$ cat src/rtl/mem_arb_pkg.sv
// Shared definitions for the unified-memory arbiter: FSM encoding, port ids
// and the default burst bound.
package mem_arb_pkg;

    typedef enum logic [1:0] {
        IDLE = 2'd0,
        GNT0 = 2'd1,
        GNT1 = 2'd2
    } arb_state_t;

    localparam logic PORT_CPU = 1'b0;
    localparam logic PORT_LDR = 1'b1;

    localparam int DEFAULT_MAX_BURST = 4;

endpackage

$ cat src/rtl/arb_rr_pick.sv
// Two-way round-robin chooser: decides who owns the memory next cycle from the
// live requests, the current owner and whether that owner's burst has run out.
module arb_rr_pick
    import mem_arb_pkg::*;
(
    input  logic [1:0] req,
    input  logic       last_served,
    input  logic       busy,
    input  logic       owner,
    input  logic       burst_expired,
    output logic       next_owner,
    output logic       next_en
);

    logic other;

    always_comb begin
        other      = ~owner;
        next_owner = owner;
        next_en    = 1'b0;
        if (!busy) begin
            // Ties from idle go to whoever was not served last.
            if (req == 2'b11) begin
                next_owner = ~last_served;
                next_en    = 1'b1;
            end else if (req[PORT_CPU]) begin
                next_owner = PORT_CPU;
                next_en    = 1'b1;
            end else if (req[PORT_LDR]) begin
                next_owner = PORT_LDR;
                next_en    = 1'b1;
            end
        end else if (req[owner]) begin
            next_en    = 1'b1;
            next_owner = (req[other] && burst_expired) ? other : owner;
        end else if (req[other]) begin
            next_en    = 1'b1;
            next_owner = other;
        end
    end

endmodule

$ cat src/rtl/mem_arbiter.sv
// Round-robin arbiter sharing one unified memory between the core (port 0) and
// the loader/DMA master (port 1), with bounded bursts and registered read data.
module mem_arbiter
    import mem_arb_pkg::*;
#(
    parameter int ADDR_W    = 32,
    parameter int DATA_W    = 32,
    parameter int MAX_BURST = DEFAULT_MAX_BURST
) (
    input  logic              clk,
    input  logic              reset,
    input  logic              p0_req,
    input  logic              p0_we,
    input  logic [ADDR_W-1:0] p0_addr,
    input  logic [DATA_W-1:0] p0_wdata,
    output logic              p0_gnt,
    output logic [DATA_W-1:0] p0_rdata,
    output logic              p0_rvalid,
    input  logic              p1_req,
    input  logic              p1_we,
    input  logic [ADDR_W-1:0] p1_addr,
    input  logic [DATA_W-1:0] p1_wdata,
    output logic              p1_gnt,
    output logic [DATA_W-1:0] p1_rdata,
    output logic              p1_rvalid,
    output logic              mem_we,
    output logic [ADDR_W-1:0] mem_addr,
    output logic [DATA_W-1:0] mem_wdata,
    input  logic [DATA_W-1:0] mem_rdata
);

    localparam int CNT_W = (MAX_BURST > 1) ? $clog2(MAX_BURST) : 1;
    localparam logic [CNT_W-1:0] CNT_MAX = CNT_W'(MAX_BURST - 1);

    arb_state_t       state, state_next;
    logic             last_served;
    logic [CNT_W-1:0] burst_cnt, burst_cnt_next;
    logic             busy, owner, burst_expired;
    logic             next_owner, next_en;

    assign busy          = (state != IDLE);
    assign owner         = (state == GNT1);
    assign burst_expired = (burst_cnt == CNT_MAX);

    arb_rr_pick u_pick (
        .req           ({p1_req, p0_req}),
        .last_served   (last_served),
        .busy          (busy),
        .owner         (owner),
        .burst_expired (burst_expired),
        .next_owner    (next_owner),
        .next_en       (next_en)
    );

    always_ff @(posedge clk) begin
        if (!reset) begin
            state       <= IDLE;
            last_served <= PORT_LDR;
            burst_cnt   <= '0;
        end else begin
            state     <= state_next;
            burst_cnt <= burst_cnt_next;
            if (busy) last_served <= owner;
        end
    end

    always_comb begin
        state_next     = IDLE;
        burst_cnt_next = '0;
        p0_gnt         = (state == GNT0) & p0_req;
        p1_gnt         = (state == GNT1) & p1_req;
        mem_we         = 1'b0;
        mem_addr       = '0;
        mem_wdata      = '0;

        if (next_en) state_next = next_owner ? GNT1 : GNT0;
        // Staying with the same owner implies it was granted; any switch or idle clears.
        if (busy && state_next == state)
            burst_cnt_next = burst_expired ? burst_cnt : burst_cnt + 1'b1;

        // Writes are masked by reset so an access aborted by reset never lands.
        case (state)
            GNT0: begin
                mem_addr  = p0_addr;
                mem_wdata = p0_wdata;
                mem_we    = p0_we & p0_gnt & reset;
            end
            GNT1: begin
                mem_addr  = p1_addr;
                mem_wdata = p1_wdata;
                mem_we    = p1_we & p1_gnt & reset;
            end
            default: ;
        endcase
    end

    always_ff @(posedge clk) begin
        if (!reset) begin
            p0_rdata  <= '0;
            p0_rvalid <= 1'b0;
            p1_rdata  <= '0;
            p1_rvalid <= 1'b0;
        end else begin
            p0_rvalid <= p0_gnt & ~p0_we;
            p1_rvalid <= p1_gnt & ~p1_we;
            if (p0_gnt & ~p0_we) p0_rdata <= mem_rdata;
            if (p1_gnt & ~p1_we) p1_rdata <= mem_rdata;
        end
    end

endmodule

$ cat config.mk
export PLATFORM = sky130hd
export DESIGN_NAME = mem_arbiter
export DESIGN_NICKNAME = d
export VERILOG_FILES = /design/src/rtl/mem_arb_pkg.sv /design/src/rtl/arb_rr_pick.sv /design/src/rtl/mem_arbiter.sv
export SDC_FILE = /design/constraint.sdc
export NUM_CORES = 1
export LEC_CHECK = 0
export CAP_MARGIN = 0
export CORE_AREA = 2 2 115 117
export CTS_CLUSTER_SIZE = 8
export DETAILED_ROUTE_END_ITERATION = 6
export DIE_AREA = 0 0 117 119
export MAX_ROUTING_LAYER = met4
export PLACE_DENSITY_LB_ADDON = 0.12
export SYNTH_ARGS = -nofsm -noshare
export SYNTH_HDL_FRONTEND = slang
export SYNTH_HIERARCHICAL = 1
export SYNTH_SLANG_ARGS = --single-unit
$ cat constraint.sdc
create_clock -name clk -period 2.1 [get_ports clk]
set_input_delay 0.525 -clock clk [delete_from_list [all_inputs] [get_ports clk]]
set_output_delay 0.525 -clock clk [all_outputs]
set_load 0.03 [all_outputs]
==> run metrics <==
run status=finished, violations left; met3 WL post-DR=about 1300 microns; endpoints failing hold=0; vias in the first global route=roughly 4600; most numerous cell on the critical path=buf_12; Die Area=approximately 14000 sq um; sw frac=roughly 28%; routed wire length=about 17000 microns; cell area power density=approximately 520 nW/um^2; syn avg cell area=between 7 and 8 sq um; CTS tree=yes; Max VDD drop=between 0.4 and 0.5 mV; Tot GR Track Use=about 24%; # hold bufs at CTS=0; clock root buffer=clkbuf_16; Worst path max stage delay=0.34 ns; grt total ovfl=0; Worst Path Class, Setup=reg2out; syn nets=approximately 640; Area Growth Syn to Fin=115%; crit path buf inv count=3; Worst path slowest cell=dfxtp_4; failing checks=negative setup slack; Synth cell types=27; CP Capture Type=output port; critical path cell sequence=buf_6 > ha_4 > buf_12 > a22oi_2 > nor2b_2 > buf_12; chip height=approximately 120 microns; NetSw=about 1200 uW; Clk network pwr share=35.3%; largest net degree at the start of global routing=between 70 and 80; Sink Count=71; cell family with most CP delay=buffers and inverters; Crit Path Max Fanout=14; RSZ-0062 raised after global routing=yes; synth top area cells=dfxtp_1, nand2_1, a22oi_1; Die X=~120 microns; uppermost layer routed=met4; CP Data Required Time=approximately 1.6 ns; Vias=4554; Worst Skew=a little over 0.005 ns; Worst-Skew Late Latency=around 0.32 ns; CP Launch Type=flip-flop; layout cells sized above 1=between 20% and 30%; Max Root-Sink Buffers=2; FF+latch count, synth=71; met1 wire length=7250 microns; setup violators final=65; sequential element share of the synthesized area=between 30% and 40%; synthesized instance count=roughly 470; Worst Tran Pin Value=about 0.58 ns; max_slew headroom=~60%; crit share post-route=104%; Met2 Routed Length=8270 microns; DR pass1 iterations=4; Placeable Area=12900 sq um; clk slew on worst S/H paths=~0.060 ns; wire length per cell=around 18 microns; ant diodes=0; antenna viol nets, final=0; top cell type's share of synthesized area=a little under two fifths; FP Rows=42; setup ws final=-0.0932 ns; mean number of vias per cell=around 4.8; I/O Pins=between 200 and 300; combinational power share=a little under a third; final instance area=8110 sq um; RD Place Congestion=about 0.88; fmax=between 400 and 500 MHz; Power Internal=about 3000 uW; total power=4240 uW; Ys Warns=6; Hold Path Class=reg2reg; initial antenna violation count=0; port buffer count=slightly below 300; DPL Wire Length=12000 microns; cell taking the most area after synthesis=dfxtp_1; Critical Path AT=about 1.7 ns; worst hold slack=roughly 0.45 ns; total of max-cap violations=0; First DRT Iteration DRCs=roughly 290; Net count, final=roughly 940; Leak=between 0.002 and 0.003 uW; Flop pwr share=32.7%; residual DRC count=0; Post-Syn Area=between 3000 and 4000 sq um; max-slew violations=0; total CTS buffers=9; Placed Area=between 7000 and 8000 sq um; first-pass GRT wire length=between 20000 and 25000 microns; initial cell density of the core=around 29%; H-tree Lvls=3; fin crit period=2.19 ns
-- per-layer routing --
metal,up-vias,global-route usage (%)
li1,2203,-
met1,2141,29.8
met2,192,38.9
met3,18,5.65
met4,0,6.91
met5,-,-
-- Yosys cell counts --
cell type	instances
clkbuf_1	18
and4b_1	1
ha_1	4
dfxtp_1	71
nor2_1	1
nor4bb_1	1
and3_1	1
a21oi_2	1
nor2b_1	64
or2_2	1
a22oi_1	64
nand3b_1	3
buf_4	5
mux2i_1	2
and2_1	4
buf_2	15
nor3_1	4
buf_6	5
inv_1	4
xnor2_1	1
nand2_1	133
a21boi_1	59
and3b_1	2
a21oi_1	2
xor2_1	1
mux2_4	1
a21boi_0	5
-- power groups by stage --
stage | registers (uW) | logic, uW | clock network, uW
final | 1390 | 1360 | 1500
after global routing | 1390 | 1430 | 1610
after CTS | 1390 | 1260 | 1540
after detailed placement | 1420 | 1080 | 0
after global placement | 1420 | 1060 | 0
after floorplan | 1460 | 459 | 0
-- per-stage QoR --
stage	utilization (%)	TNS [ns]	instances	setup slack, ns
6_report	63.0	-3.10	955	-0.0932
5_1_grt	63.0	-7.06	955	-0.169
4_1_cts	60.7	-4.03	951	-0.104
2_1_floorplan	-	-0.0193	473	-0.0193
3_5_place_dp	54.4	-0.0301	922	-0.0301
3_3_place_gp	54.4	-0.00212	922	-0.00212
-- cells in the final DEF (no fill, tap or decap), types with 2 or more instances in the layout --
cell type        synthesis  layout
clkinvlp_4               0       2
and3b_1                  2       2
nand3b_1                 3       3
dfxtp_1                 71      69
buf_6                    5      61
clkinv_2                 0       2
and2_4                   0       2
mux2i_1                  2       2
clkdlybuf4s50_1          0     230
nor3_1                   4       4
inv_1                    4       2
clkbuf_16                0      12
nor2b_1                 64       6
a22oi_1                 64      38
and2_1                   4       2
buf_4                    5      18
nor2b_2                  0      42
nand2_1                133     132
dfxtp_4                  0       2
buf_16                   0       4
a21boi_1                59      59
ha_4                     0       3
a22oi_2                  0      26
a21boi_0                 5       5
buf_12                   0      16
nor2b_4                  0      16
-- what timing repair did --
item,CTS,global route
gates resized for setup,81,48
pin swaps,6,7
cloned,4,3
setup endpoints to repair,65,66
buffers inserted,9,2
-- state kept, by name (all words and copies together), names as in the netlist --
name,count
p0_rdata,32
p1_rvalid,1
p1_rdata,32
p0_rvalid,1
state,2
last_served,1
burst_cnt,2
-- area by class of cell --
class | instances | area (sq um)
fill | 1088 | 4760
inverter | 4 | 17.5
clock inverter | 7 | 72.6
multi-input combinational | 355 | 2510
clock buffer | 9 | 225
sequential | 71 | 1430
tap | 176 | 220
timing repair buffer | 333 | 3630
-- logic make-up (layout without fill, tap and decap cells) --
logic type	after synthesis	count (layout)	synth area share, %
AOI/OAI and AO/OA	131	131	25.9
xor gates and xnor gates	2	2	0.464
adders and majority gates	4	4	1.33
buffers and inverters	47	353	6.66
DFF	71	71	37.6
muxes	3	3	0.928
and+or+nand+nor	215	215	27.0
-- tightest hold or removal path, cell delays in order, from the launching register on --
cell and delay (ns):
dfxtp_1 0.31, nand2_1 0.05, a21boi_1 0.05
-- worst paths after layout --
kind / from / to / slack, ns / cells past startpoint
max: state[1] / mem_wdata[5] / -0.09 / 6
min: p0_rdata[26] / p0_rdata[26] / 0.45 / 2
max reg2reg: state[1] / burst_cnt[1] / 0.15 / 9
min reg2reg: p0_rdata[26] / p0_rdata[26] / 0.45 / 2
No activity file was read; power rests on OpenSTA's default activity.
